$ cat config.mk
export PLATFORM = sky130hd
export DESIGN_NAME = pipeline_hazard_ctrl_flat
export DESIGN_NICKNAME = d
export VERILOG_FILES = /design/src/rtl/pipeline_hazard_ctrl_if.sv /design/src/rtl/pipeline_hazard_ctrl.sv /design/src/flat_wrapper.sv
export SDC_FILE = /design/constraint.sdc
export NUM_CORES = 1
export LEC_CHECK = 0
export ABC_AREA = 1
export BUFFER_PORTS_ARGS = -buffer_cell sky130_fd_sc_hd__buf_4
export CORE_UTILIZATION = 35
export CTS_BUF_LIST = sky130_fd_sc_hd__clkbuf_8
export DETAILED_ROUTE_END_ITERATION = 6
export HOLD_SLACK_MARGIN = 0.03
export PLACE_DENSITY = 0.64
export SETUP_SLACK_MARGIN = 0.15
export SLEW_MARGIN = 20
export SYNTH_ARGS = -nofsm -noshare
export SYNTH_HDL_FRONTEND = slang
export SYNTH_SLANG_ARGS = --single-unit
$ cat constraint.sdc
create_clock -name clock -period 1.75 [get_ports clock]
set_clock_uncertainty 0.2 [all_clocks]
set_input_delay 0.0875 -clock clock [delete_from_list [all_inputs] [get_ports clock]]
set_output_delay 0.0875 -clock clock [all_outputs]
set_load 0.02 [all_outputs]
$ cat src/rtl/pipeline_hazard_ctrl_if.sv
// Signal bundle between the pipeline datapath (master) and the hazard unit (slave).
// The datapath drives register numbers and stage flags; the hazard unit returns forwarding selects and stalls.
interface pipeline_hazard_ctrl_if;
    logic [4:0] RsD;
    logic [4:0] RtD;
    logic [4:0] RsE;
    logic [4:0] RtE;
    logic [4:0] WriteRegE;
    logic [4:0] WriteRegM;
    logic [4:0] WriteRegW;
    logic       RegWriteE;
    logic       RegWriteM;
    logic       RegWriteW;
    logic       MemtoRegE;
    logic       MemtoRegM;
    logic       BranchD;
    logic       DivStartE;
    logic       MulStartE;
    logic [1:0] ForwardAE;
    logic [1:0] ForwardBE;
    logic       ForwardAD;
    logic       ForwardBD;
    logic       StallF;
    logic       StallD;
    logic       StallE;
    logic       FlushE;
    logic       MdBusy;
    logic       MdDone;

    modport master (
        output RsD, RtD, RsE, RtE, WriteRegE, WriteRegM, WriteRegW,
        output RegWriteE, RegWriteM, RegWriteW, MemtoRegE, MemtoRegM,
        output BranchD, DivStartE, MulStartE,
        input  ForwardAE, ForwardBE, ForwardAD, ForwardBD,
        input  StallF, StallD, StallE, FlushE, MdBusy, MdDone
    );

    modport slave (
        input  RsD, RtD, RsE, RtE, WriteRegE, WriteRegM, WriteRegW,
        input  RegWriteE, RegWriteM, RegWriteW, MemtoRegE, MemtoRegM,
        input  BranchD, DivStartE, MulStartE,
        output ForwardAE, ForwardBE, ForwardAD, ForwardBD,
        output StallF, StallD, StallE, FlushE, MdBusy, MdDone
    );
endinterface

$ cat src/rtl/pipeline_hazard_ctrl.sv
// Five-stage pipeline hazard unit: EX/decode forwarding, load-use and branch stalls,
// plus a multi-cycle multiply/divide occupancy tracker that holds the front of the pipe.
module pipeline_hazard_ctrl #(
    parameter int DIV_CYCLES = 32,
    parameter int MUL_CYCLES = 4
) (
    input  logic                   clock,
    input  logic                   reset,
    pipeline_hazard_ctrl_if.slave  hz
);
    typedef enum logic [1:0] {IDLE, BUSY, DONE} md_state_e;

    localparam logic [5:0] DIV_LOAD = 6'(DIV_CYCLES - 1);
    localparam logic [5:0] MUL_LOAD = 6'(MUL_CYCLES - 1);

    md_state_e  state_q;
    logic [5:0] cnt_q;
    logic       md_busy_q;
    logic       md_done_q;

    always_ff @(posedge clock) begin
        if (reset) begin
            state_q   <= IDLE;
            cnt_q     <= '0;
            md_busy_q <= 1'b0;
            md_done_q <= 1'b0;
        end else begin
            case (state_q)
                IDLE: begin
                    if (hz.DivStartE) begin
                        cnt_q     <= DIV_LOAD;
                        state_q   <= BUSY;
                        md_busy_q <= 1'b1;
                    end else if (hz.MulStartE) begin
                        cnt_q     <= MUL_LOAD;
                        state_q   <= BUSY;
                        md_busy_q <= 1'b1;
                    end
                end
                BUSY: begin
                    if (cnt_q != 6'd0) begin
                        cnt_q <= cnt_q - 6'd1;
                    end else begin
                        state_q   <= DONE;
                        md_busy_q <= 1'b0;
                        md_done_q <= 1'b1;
                    end
                end
                DONE: begin
                    // The finished instruction is still in EX this cycle; its start flag must not relaunch.
                    state_q   <= IDLE;
                    md_done_q <= 1'b0;
                end
                default: begin
                    state_q   <= IDLE;
                    md_busy_q <= 1'b0;
                    md_done_q <= 1'b0;
                end
            endcase
        end
    end

    logic [4:0] src_e [2];
    logic [4:0] src_d [2];
    logic [1:0] fwd_e [2];
    logic       fwd_d [2];
    logic       e_hit [2];
    logic       mload_hit [2];

    assign src_e[0] = hz.RsE;
    assign src_e[1] = hz.RtE;
    assign src_d[0] = hz.RsD;
    assign src_d[1] = hz.RtD;

    logic m_valid;
    logic w_valid;
    logic e_valid;
    assign m_valid = hz.RegWriteM & (hz.WriteRegM != 5'd0);
    assign w_valid = hz.RegWriteW & (hz.WriteRegW != 5'd0);
    assign e_valid = hz.RegWriteE & (hz.WriteRegE != 5'd0);

    generate
        for (genvar gi = 0; gi < 2; gi++) begin : g_operand
            logic m_hit;
            logic w_hit;
            assign m_hit        = m_valid & (hz.WriteRegM == src_e[gi]);
            assign w_hit        = w_valid & (hz.WriteRegW == src_e[gi]);
            assign fwd_e[gi]    = m_hit ? 2'b10 : (w_hit ? 2'b01 : 2'b00);
            assign fwd_d[gi]    = m_valid & (hz.WriteRegM == src_d[gi]);
            assign e_hit[gi]    = e_valid & (hz.WriteRegE == src_d[gi]);
            assign mload_hit[gi] = hz.MemtoRegM & (hz.WriteRegM != 5'd0) & (hz.WriteRegM == src_d[gi]);
        end
    endgenerate

    logic lwstall;
    logic brstall;
    logic mdstall;
    logic front_stall;

    assign lwstall     = hz.MemtoRegE & (e_hit[0] | e_hit[1]);
    assign brstall     = hz.BranchD & (e_hit[0] | e_hit[1] | mload_hit[0] | mload_hit[1]);
    assign mdstall     = ((state_q == IDLE) & (hz.DivStartE | hz.MulStartE)) | (state_q == BUSY);
    assign front_stall = lwstall | brstall | mdstall;

    // Every output is forced quiet while reset is held, even before the state register clears.
    assign hz.ForwardAE = reset ? 2'b00 : fwd_e[0];
    assign hz.ForwardBE = reset ? 2'b00 : fwd_e[1];
    assign hz.ForwardAD = ~reset & fwd_d[0];
    assign hz.ForwardBD = ~reset & fwd_d[1];
    assign hz.StallF    = ~reset & front_stall;
    assign hz.StallD    = ~reset & front_stall;
    assign hz.StallE    = ~reset & mdstall;
    assign hz.FlushE    = ~reset & (lwstall | brstall) & ~mdstall;
    assign hz.MdBusy    = ~reset & md_busy_q;
    assign hz.MdDone    = ~reset & md_done_q;
endmodule

$ cat src/flat_wrapper.sv
// flat-port wrapper written by rule: the top's interface ports become plain ports
module pipeline_hazard_ctrl_flat 
#(
    parameter int DIV_CYCLES = 32,
    parameter int MUL_CYCLES = 4
)
  (clock, reset, hz_RsD, hz_RtD, hz_RsE, hz_RtE, hz_WriteRegE, hz_WriteRegM, hz_WriteRegW, hz_RegWriteE, hz_RegWriteM, hz_RegWriteW, hz_MemtoRegE, hz_MemtoRegM, hz_BranchD, hz_DivStartE, hz_MulStartE, hz_ForwardAE, hz_ForwardBE, hz_ForwardAD, hz_ForwardBD, hz_StallF, hz_StallD, hz_StallE, hz_FlushE, hz_MdBusy, hz_MdDone);
  pipeline_hazard_ctrl_if hz_i ();
  input  logic clock;
  input  logic reset;
  input wire logic [$bits(hz_i.RsD)-1:0] hz_RsD;
  input wire logic [$bits(hz_i.RtD)-1:0] hz_RtD;
  input wire logic [$bits(hz_i.RsE)-1:0] hz_RsE;
  input wire logic [$bits(hz_i.RtE)-1:0] hz_RtE;
  input wire logic [$bits(hz_i.WriteRegE)-1:0] hz_WriteRegE;
  input wire logic [$bits(hz_i.WriteRegM)-1:0] hz_WriteRegM;
  input wire logic [$bits(hz_i.WriteRegW)-1:0] hz_WriteRegW;
  input wire logic [$bits(hz_i.RegWriteE)-1:0] hz_RegWriteE;
  input wire logic [$bits(hz_i.RegWriteM)-1:0] hz_RegWriteM;
  input wire logic [$bits(hz_i.RegWriteW)-1:0] hz_RegWriteW;
  input wire logic [$bits(hz_i.MemtoRegE)-1:0] hz_MemtoRegE;
  input wire logic [$bits(hz_i.MemtoRegM)-1:0] hz_MemtoRegM;
  input wire logic [$bits(hz_i.BranchD)-1:0] hz_BranchD;
  input wire logic [$bits(hz_i.DivStartE)-1:0] hz_DivStartE;
  input wire logic [$bits(hz_i.MulStartE)-1:0] hz_MulStartE;
  output wire logic [$bits(hz_i.ForwardAE)-1:0] hz_ForwardAE;
  output wire logic [$bits(hz_i.ForwardBE)-1:0] hz_ForwardBE;
  output wire logic [$bits(hz_i.ForwardAD)-1:0] hz_ForwardAD;
  output wire logic [$bits(hz_i.ForwardBD)-1:0] hz_ForwardBD;
  output wire logic [$bits(hz_i.StallF)-1:0] hz_StallF;
  output wire logic [$bits(hz_i.StallD)-1:0] hz_StallD;
  output wire logic [$bits(hz_i.StallE)-1:0] hz_StallE;
  output wire logic [$bits(hz_i.FlushE)-1:0] hz_FlushE;
  output wire logic [$bits(hz_i.MdBusy)-1:0] hz_MdBusy;
  output wire logic [$bits(hz_i.MdDone)-1:0] hz_MdDone;
  assign hz_i.RsD = hz_RsD;
  assign hz_i.RtD = hz_RtD;
  assign hz_i.RsE = hz_RsE;
  assign hz_i.RtE = hz_RtE;
  assign hz_i.WriteRegE = hz_WriteRegE;
  assign hz_i.WriteRegM = hz_WriteRegM;
  assign hz_i.WriteRegW = hz_WriteRegW;
  assign hz_i.RegWriteE = hz_RegWriteE;
  assign hz_i.RegWriteM = hz_RegWriteM;
  assign hz_i.RegWriteW = hz_RegWriteW;
  assign hz_i.MemtoRegE = hz_MemtoRegE;
  assign hz_i.MemtoRegM = hz_MemtoRegM;
  assign hz_i.BranchD = hz_BranchD;
  assign hz_i.DivStartE = hz_DivStartE;
  assign hz_i.MulStartE = hz_MulStartE;
  assign hz_ForwardAE = hz_i.ForwardAE;
  assign hz_ForwardBE = hz_i.ForwardBE;
  assign hz_ForwardAD = hz_i.ForwardAD;
  assign hz_ForwardBD = hz_i.ForwardBD;
  assign hz_StallF = hz_i.StallF;
  assign hz_StallD = hz_i.StallD;
  assign hz_StallE = hz_i.StallE;
  assign hz_FlushE = hz_i.FlushE;
  assign hz_MdBusy = hz_i.MdBusy;
  assign hz_MdDone = hz_i.MdDone;
  pipeline_hazard_ctrl #(.DIV_CYCLES(DIV_CYCLES), .MUL_CYCLES(MUL_CYCLES)) u_core (.clock(clock), .reset(reset), .hz(hz_i));
endmodule
======== Yosys cells after proc, flatten, opt, wreduce, memory -nomap -nowiden ========
Cells that the tools add are included.
word-level totals
  bits in registers ....................... 10
  bits of input ports ..................... 45
  output and inout port bits .............. 12
  word-level logic and storage cells ...... 84
cells by class
  $add $sub $neg .......................... 1
  eq/ne operators ......................... 13
  multiplexer cells ....................... 20
  bitwise logic cells ..................... 36
  reduce and logical (&&, ||, !) cells .... 10
operators by type and width
  kind                   number
  $eq A5 B5 Y1           8
  $and A1 B1 Y1          25
  $mux W6                3
  $reduce_bool A5 Y1     3
  $mux W2                7
  $pmux W6 S2            1
  $or A1 B1 Y1           7
  $mux W1                6
  $reduce_and A3 Y1      2
  $reduce_bool A6 Y1     1
  $sub A6 B1 Y6 const B  1
  $not A1 Y1             4
  $pmux W2 S2            1
  $reduce_and A2 Y1      2
  $ne A3 B3 Y1 const B   1
  $pmux W1 S3            1
  $eq A2 B1 Y1 const B   1
  $eq A2 B2 Y1 const B   1
  $logic_not A2 Y1       1
  $ne A2 B1 Y1 const B   1
  $ne A2 B2 Y1 const B   1
  $pmux W1 S2            1
  $reduce_bool A2 Y1     1

======== Logic depth before layout (Yosys ltp) ========
Gate-level depths: netlist (run 1).
  word-level depth ........................ 10
  mapped depth ............................ 12
  mapped depth without buffers ............ 10

======== Worst setup path before layout (run 1) ========
No wires, ideal clock.
  path type ............................... reg2out
  start point ............................. register u_core.state_q[1]
  end point ............................... output hz_StallF
  data arrival time ....................... 1.382 ns
  required time ........................... 1.462 ns
  slack ................................... 0.080 ns
  cell stages (with the launch flop) ...... 9
  path buffers ............................ 1
  path through ............................ dfxtp_1 > nor2_1 > o21ai_2 > inv_1 > nor2_1 > nor2_1 > inv_1 > nand2_1 > buf_4
between the ends
  cells in the longest elaborated chain, start to end .. 5
  elaborated cells on any way between the ends .. 6
  those cells by class .................... eq/ne (1); bitwise (4); reduce/logical (1)
ends and longest elaborated chain
  element                 RTL line                     source
  start, declared         pipeline_hazard_ctrl.sv:16   md_state_e state_q;
  start signal, assigned  pipeline_hazard_ctrl.sv:23   state_q <= IDLE;
  start signal, assigned  pipeline_hazard_ctrl.sv:32   state_q <= BUSY;
  start signal, assigned  pipeline_hazard_ctrl.sv:36   state_q <= BUSY;
  $logic_not A2 Y1        pipeline_hazard_ctrl.sv:102  assign mdstall = ((state_q == IDLE) & (hz.DivStartE | hz.MulStartE)) | (state_q == BUSY);
  $and A1 B1 Y1           pipeline_hazard_ctrl.sv:102
  $or A1 B1 Y1 (*)        pipeline_hazard_ctrl.sv:102
  $or A1 B1 Y1 (*)        pipeline_hazard_ctrl.sv:103  assign front_stall = lwstall | brstall | mdstall;
  $and A1 B1 Y1 (*)       -
  end, declared           flat_wrapper.sv:30           output wire logic [$bits(hz_i.StallF)-1:0] hz_StallF;
Mark *: on every way between the ends. The rest lies on a longest branch, timed or not.

======== Worst setup path after layout (run 1) ========
  start point ............................. register u_core.state_q[1]
  end point ............................... output hz_StallF
between the ends
  cells in the longest elaborated chain, start to end .. 5
  elaborated cells on any way between the ends .. 6
  those cells by class .................... eq/ne (1); bitwise (4); reduce/logical (1)
ends and longest elaborated chain
  element            RTL line                     source
  $logic_not A2 Y1   pipeline_hazard_ctrl.sv:102
  $and A1 B1 Y1      pipeline_hazard_ctrl.sv:102
  $or A1 B1 Y1 (*)   pipeline_hazard_ctrl.sv:102
  $or A1 B1 Y1 (*)   pipeline_hazard_ctrl.sv:103
  $and A1 B1 Y1 (*)  pipeline_hazard_ctrl.sv:110  assign hz.StallF = ~reset & front_stall;
Marks and branches as above.

==> results of run 1 <==
-- cell families after synthesis --
logic type | synth area share, %
AND/OR/NAND/NOR | 40.4
buffers and inverters | 16.8
AO/OA/AOI/OAI | 12.5
XOR/XNOR | 12.8
flip-flops | 15.4
adder cells (fa/ha/maj) | 1.93
-- layer usage --
| layer | wire length, µm | up-vias |
|---|---|---|
| li1 | - | 834 |
| met1 | 1720 | 605 |
| met2 | 1650 | 43 |
| met3 | 181 | 2 |
| met4 | 14 | 0 |
| met5 | 0 | - |
-- power groups by stage --
stage | combinational, mW | clock (mW) | sequential, mW
after floorplan | 0.361 | 0 | 0.297
after global placement | 0.529 | 0 | 0.304
after detailed placement | 0.532 | 0 | 0.303
after CTS | 0.543 | 0.242 | 0.300
after global routing | 0.671 | 0.258 | 0.314
final | 0.604 | 0.235 | 0.306
-- registers in the layout, indices dropped and copies added, names as in the netlist --
signal,count
u_core.state_q,2
u_core.cnt_q,6
u_core.md_busy_q,1
u_core.md_done_q,1
-- layout by cell type (no fill, tap or decap) --
cell	n
a21oi_1	12
a21oi_2	1
buf_4	59
buf_6	2
clkbuf_8	3
dfxtp_1	8
dfxtp_2	1
dfxtp_4	1
dlygate4sd3_1	3
ha_1	2
inv_1	35
inv_2	8
nand2_1	60
nand2_2	4
nand3_1	8
nand3_2	1
nand3b_1	1
nand4_1	4
nand4_2	1
nor2_1	28
nor2_2	4
nor2_4	2
nor3_1	4
nor3_4	1
nor4_1	1
o211ai_1	2
o21ai_0	5
o21ai_1	6
o21ai_4	1
o22ai_1	3
or2_1	1
xnor2_1	13
xor2_1	6
-- repair_timing --
action / in CTS / in global routing
gates resized for setup: 1 / 15
buffers inserted: 0 / 5
pin swaps: 0 / 4
hold buffers: 3 / 0
hold endpoints to repair: 6 / 0
setup endpoints to repair: 3 / 8
-- cell type report --
cell class | instances | area [µm²]
sequential | 10 | 205
inverter | 43 | 161
fill | 349 | 1570
tap | 46 | 57.6
multi-input combinational | 171 | 912
timing repair buffer | 64 | 495
clock buffer | 3 | 41.3
-- Yosys cell counts --
master	count	area, µm²
nand4_2	1	12.5
nor2_2	2	12.5
o21ai_2	1	8.76
buf_6	2	22.5
dfxtp_1	10	200
ha_1	2	25.0
nand2_2	3	18.8
nand3b_1	1	7.51
inv_1	38	143
o21ai_0	5	25.0
or2_1	1	6.26
nand3_2	1	10.0
o21ai_1	6	30.0
nand3_1	8	40.0
nor3_4	1	16.3
nor2_1	32	120
xor2_1	6	52.6
o211ai_1	2	15.0
nand4_1	4	25.0
buf_4	4	30.0
nor3_1	4	20.0
o22ai_1	3	18.8
inv_2	5	18.8
clkbuf_1	1	3.75
a21oi_1	13	65.1
nor4_1	1	6.26
xnor2_1	13	114
nand2_1	61	229
-- metrics by stage --
step | area, µm² | hold WS (ps) | util (%) | cells
2_1_floorplan | 1300 | 62.0 | - | 231
3_3_place_gp | 1720 | 184 | 50.0 | 326
3_5_place_dp | 1720 | 183 | 50.0 | 326
4_1_cts | 1790 | 30.0 | 52.1 | 332
5_1_grt | 1870 | 70.0 | 54.4 | 337
6_report | 1870 | 29.0 | 54.4 | 337
-- worst max path at each step --
stage                                   start                           end  depth (start not counted)
6_report       u_core.state_q[1]$_SDFFE_PP0P_                     hz_StallF                          8
5_1_grt        u_core.state_q[1]$_SDFFE_PP0P_                     hz_StallF                          8
4_1_cts        u_core.state_q[0]$_SDFFE_PP0P_                     hz_StallD                          7
3_5_place_dp     u_core.cnt_q[0]$_SDFFE_PP0P_  u_core.cnt_q[5]$_SDFFE_PP0P_                          7
3_3_place_gp     u_core.cnt_q[0]$_SDFFE_PP0P_  u_core.cnt_q[5]$_SDFFE_PP0P_                          8
2_1_floorplan  u_core.state_q[1]$_SDFFE_PP0P_                     hz_StallF                          8
-- worst max-delay path, cell delays in order (launching register included) --
cell,delay [ps]
dfxtp_4,360
nor2_4,110
o21ai_4,80
inv_2,80
nor2_2,50
nor2_2,120
inv_1,60
nand2_2,90
buf_6,130
==> impl_metrics.tcl, run 1 <==
set metrics [dict create \
    internal-power_mw 0.698 \
    ys_ff_latch 10 \
    coreArea_um2 3440 \
    p_total_mw 1.15 \
    peakVddDrop_uv 422 \
    grt.overflow.total 0 \
    crit_path_end_kind "primary output" \
    swShare_pct 39.0 \
    cp.required_ps 1460 \
    p_comb_share_pct 52.7 \
    whs_endpoint "u_core.cnt_q[5]$_SDFFE_PP0P_" \
    p_leak_nw 1.02 \
    ant_nets 0 \
    grt_max_degree 12 \
    drive_gt1_share_pct 30.6 \
    pwr-share-clk_pct 20.5 \
    setup_tns_ps 0 \
    worstHoldStart "reset" \
    hold_path_depth 4 \
    cts_tree "built" \
    drc 0 \
    diodes 0 \
    hpwl_um 2890 \
    cts_buffers 3 \
    syn_nets 278 \
    setup_viol 0 \
    nNetsFinal 340 \
    rsz0062_at_grt "yes" \
    grt_pass1_wl_um 5690 \
    port-buffer-count 56 \
    clock.fmax_ghz 0.627 \
    drv_cap 0 \
    slew_viol_final 0 \
    min_period_ps 1590 \
    cp_data_arrival_time_ps 1310 \
    start_kind "flip-flop" \
    final_hold_viol_count 0 \
    reg2reg_depth 4 \
    clk_pin_slew_worst_paths_ps 50 \
    wl_um 3570 \
    wire_per_inst_um 10.6 \
    dr.pass1.iters 4 \
    areaGrowthSynthToFinish_pct 44.5 \
    hold_path.class "input pin to flip-flop" \
    antenna_found_initial 0 \
    viasPerCell 4.40 \
    clock_path_buffers 2 \
    post-place-ws_ps 269 \
    rr_startpoint "u_core.state_q[1]$_SDFFE_PP0P_" \
    die-area_um2 3950 \
    p_switching_mw 0.447 \
    grt_pass1_vias 1322 \
    seq_power_share_pct 26.8 \
    status "finished, final reports clean" \
    root_buffer "clkbuf_8" \
    num_io_pins 57 \
    num_rows 21 \
    grtUsageMet2_pct 30.6 \
    drt_iter0_markers 69 \
    global_route.usage.met3_pct 3.65 \
    power_density_nw_per_um2 611 \
    netlist_instances 231 \
    htreeDepth 1 \
    ys_warn_count 0 \
    max_slew_margin_pct 83.9 \
    cp_max_fo 4 \
    crit_type "flip-flop to primary output" \
    r2r-end "u_core.md_busy_q$_SDFFE_PP0P_" \
    num_vias 1484 \
    initial_core_util_pct 37.7 \
    gp_congestion 0.839 \
    setup_slack_ps 155 \
    max_slew.worst_pin.slew_ps 239 \
    grt-busiest-layer "met2" \
    die_x_um 62.9 \
    clkSinkCount 10 \
    track_usage_pct 17.8 \
    reg2reg_slack_ps 230 \
    die_y_um 62.9 \
    synth.cell_area_um2 1300 \
    synth.distinct_cells 28 \
    clk-insertion-delay-late_ps 230 \
    synth_area_per_cell_um2 5.61 \
    ys_seq_area_share_pct 15.4 \
    period_share_pct 91.1 \
    grt_util_met1_pct 23.1 \
]
No activity file was read; power rests on OpenSTA's default activity.
==> inputs of run 2 (changes only) <==
--- a/config.mk
+++ b/config.mk
@@ -5,13 +5,12 @@
 export SDC_FILE = /design/constraint.sdc
 export NUM_CORES = 1
 export LEC_CHECK = 0
-export ABC_AREA = 1
 export BUFFER_PORTS_ARGS = -buffer_cell sky130_fd_sc_hd__buf_4
 export CORE_UTILIZATION = 35
 export CTS_BUF_LIST = sky130_fd_sc_hd__clkbuf_8
 export DETAILED_ROUTE_END_ITERATION = 6
 export HOLD_SLACK_MARGIN = 0.03
-export PLACE_DENSITY = 0.64
+export PLACE_DENSITY = 0.66
 export SETUP_SLACK_MARGIN = 0.15
 export SLEW_MARGIN = 20
 export SYNTH_ARGS = -nofsm -noshare
==> run 2 against run 1 <==
Net effect: the flow now finishes with violations (negative hold slack); synthesized cell count shrank 37%; synthesized area decreased by 11%; first-iteration DRC count fell by 23%; global-route usage grew 1.4 points; die area is 11% lower; core utilization increased by 5.4 points; largest power group unchanged.
==> impl_metrics.tcl, run 2 <==
set metrics [dict create \
    clk-insertion-delay-late_ps 240 \
    crit_type "flip-flop to flip-flop" \
    cts_tree "built" \
    async_reset_ff_share_pct 0 \
    start_kind "flip-flop" \
    synth.cell_area_um2 1150 \
    syn_nets 192 \
    synth_area_per_cell_um2 7.96 \
    synth.distinct_cells 33 \
    die_y_um 59.4 \
    clock.fmax_ghz 0.614 \
    root_buffer "clkbuf_8" \
    synth_flop_cell "dfxtp_1" \
    grt-busiest-layer "met2" \
    cp_max_fo 6 \
    synth_simple_gate_area_share_pct 23.8 \
    ant_nets 0 \
    reg_top3 "u_core.cnt_q (6), u_core.state_q (2)" \
    hpwl_um 2520 \
    synth_top_family_by_area "XOR/XNOR gates" \
    grt_pass1_wl_um 5110 \
    p_leak_nw 0.786 \
    clk_pin_slew_worst_paths_ps 50 \
    synth_mux_area_share_pct 0 \
    final_common_cell "buf_4" \
    drv_cap 0 \
    grt_max_degree 19 \
    cp.required_ps 1710 \
    synth_xor_area_share_pct 31.1 \
    cts_hold_buf 0 \
    cts_buffers 3 \
    layout_common_cells "buf_4 (61), xor2_1 (23), xnor2_1 (14)" \
    grt.overflow.total 0 \
    max_slew.worst_pin.slew_ps 392 \
    synthAdderAreaFrac_pct 2.17 \
    grt_util_met1_pct 23.7 \
    drive_gt1_share_pct 51.2 \
    reg2reg_slack_ps 120 \
    die-area_um2 3530 \
    fin_area_um2 1860 \
    slew_viol_final 0 \
    min_period_ps 1630 \
    worstHoldStart "hz_MulStartE" \
    synth_most_common_cell "xor2_1" \
    num_io_pins 57 \
    r2r-end "u_core.cnt_q[3]$_SDFFE_PP0P_" \
    startpoint "u_core.cnt_q[3]$_SDFFE_PP0P_" \
    nNetsFinal 255 \
    post-place-ws_ps 57.2 \
    hold_path_depth 3 \
    setup_slack_ps 122 \
    peakVddDrop_uv 560 \
    drt_iter0_markers 53 \
    global_route.usage.met3_pct 3.71 \
    p_total_mw 1.42 \
    power_density_nw_per_um2 767 \
    synth_top_area_cell "xor2_1" \
    yosys-top-cells-area "xor2_1 (17%), dfxtp_1 (17%), xnor2_1 (14%)" \
    setup_tns_ps 0 \
    dr.pass1.iters 4 \
    yosys-top-cells-count "xor2_1 (23), xnor2_1 (18), dfxtp_1 (10), nor3_1 (10)" \
    holdWs_ps -6.25 \
    cp_data_arrival_time_ps 1590 \
    whs_endpoint "u_core.md_busy_q$_SDFFE_PP0P_" \
    coreArea_um2 3100 \
    final_hold_viol_count 1 \
    die_x_um 59.4 \
    wl_um 3290 \
    viasPerCell 4.86 \
    failed_checks "negative hold slack" \
    grt_pass1_vias 1179 \
    max_slew_margin_pct 73.6 \
    track_usage_pct 19.2 \
    clock_path_buffers 2 \
    post-route-util_pct 59.8 \
    period_share_pct 93.0 \
    ys_seq_area_share_pct 17.3 \
    status "complete, but fails checks" \
    synth_top_cell_area_share_pct 17.4 \
    seqCellArea_um2 208 \
    place_area_um2 1610 \
    htreeDepth 1 \
    largest_reg_flops 6 \
    wire_per_inst_um 13.1 \
    netlist_instances 145 \
    port-buffer-count 56 \
    hold_path.class "input pin to flip-flop" \
    grtUsageMet2_pct 32.4 \
    regMostFlops "u_core.cnt_q" \
    drc 0 \
    setup_viol 0 \
    antenna_found_initial 0 \
    ys_warn_count 0 \
    areaGrowthSynthToFinish_pct 60.7 \
    synth_compound_area_share_pct 17.9 \
    num_vias 1220 \
    rsz0062_at_grt "yes" \
    diodes 0 \
    multi_input_area_um2 982 \
    crit_path_end_kind "flip-flop" \
    ys_ff_latch 10 \
    reg2reg_depth 5 \
    rr_startpoint "u_core.cnt_q[3]$_SDFFE_PP0P_" \
    gp_congestion 0.850 \
    synth-edff-count 0 \
    clkSinkCount 10 \
    initial_core_util_pct 37.2 \
    fillers 274 \
    num_rows 20 \
]
[run 2: changes by cell type in the layout (fill, tap and decap cells not counted), sizes merged, moves of 4 or more]
cell / change
inv: -35
xnor2: +5
nor3: +5
nor2: -26
buf: +6
o21ai: -4
a211oi: +5
xor2: +17
nor4: +4
nand2: -60
nand4: -5
nor2b: +6
[run 2: metrics by stage]
step                      hold WS [ps]  cells
final                            -6.25    251
after global routing              23.0    251
after CTS                         34.6    246
after detailed placement           272    238
after global placement             262    238
after floorplan                   78.5    145
[run 2: routing by layer]
metal / share of wire [%] / routed length [µm]
met1: 43 / 1410
met2: 47 / 1560
met3: 7.9 / 261
met4: 1.8 / 58
met5: 0 / 0
[run 2: cell type report]
type                            instances  share of cell area (%)
Sequential cell                        10                    11.2
Inverter                                8                    1.62
Clock buffer                            4                    2.97
Timing Repair Buffer                   67                    28.3
Tap cell                               44                    2.97
Multi-Input combinational cell        118                    52.9
[run 2: cell families after synthesis]
family | after synthesis
DFF | 10
xor gates and xnor gates | 41
and+or+nand+nor | 47
buffers and inverters | 17
AOI/OAI and AO/OA | 28
adders and majority gates | 2
[run 2: worst max-delay path: stages, from the launching register on]
cell and delay (ps):
dfxtp_2 340, nor4_4 360, a21oi_4 120, a21oi_4 230
nor2_1 90, a211oi_2 200
[run 2: worst max path at each step]
stage	endpoint	depth (start not counted)
detailed placement	u_core.cnt_q[2]$_SDFFE_PP0P_	5
CTS	u_core.cnt_q[1]$_SDFFE_PP0P_	5
global placement	u_core.cnt_q[2]$_SDFFE_PP0P_	6
floorplan	hz_StallF	7
global route	hz_ForwardAE[1]	7
finish	u_core.cnt_q[3]$_SDFFE_PP0P_	5
[run 2: power breakdown]
group          total [mW]  switching [mW]  internal [mW]
clock               0.302           0.103          0.199
sequential          0.339          0.0527          0.287
combinational       0.783           0.379          0.404
total                1.42           0.535          0.889
[run 2: what timing repair did]
item,CTS,global route
gates cloned,0,0
buffers inserted,4,5
gates resized for setup,14,17
endpoints found under the hold margin,0,1
pin swaps,7,10
endpoints found under the setup margin,10,12
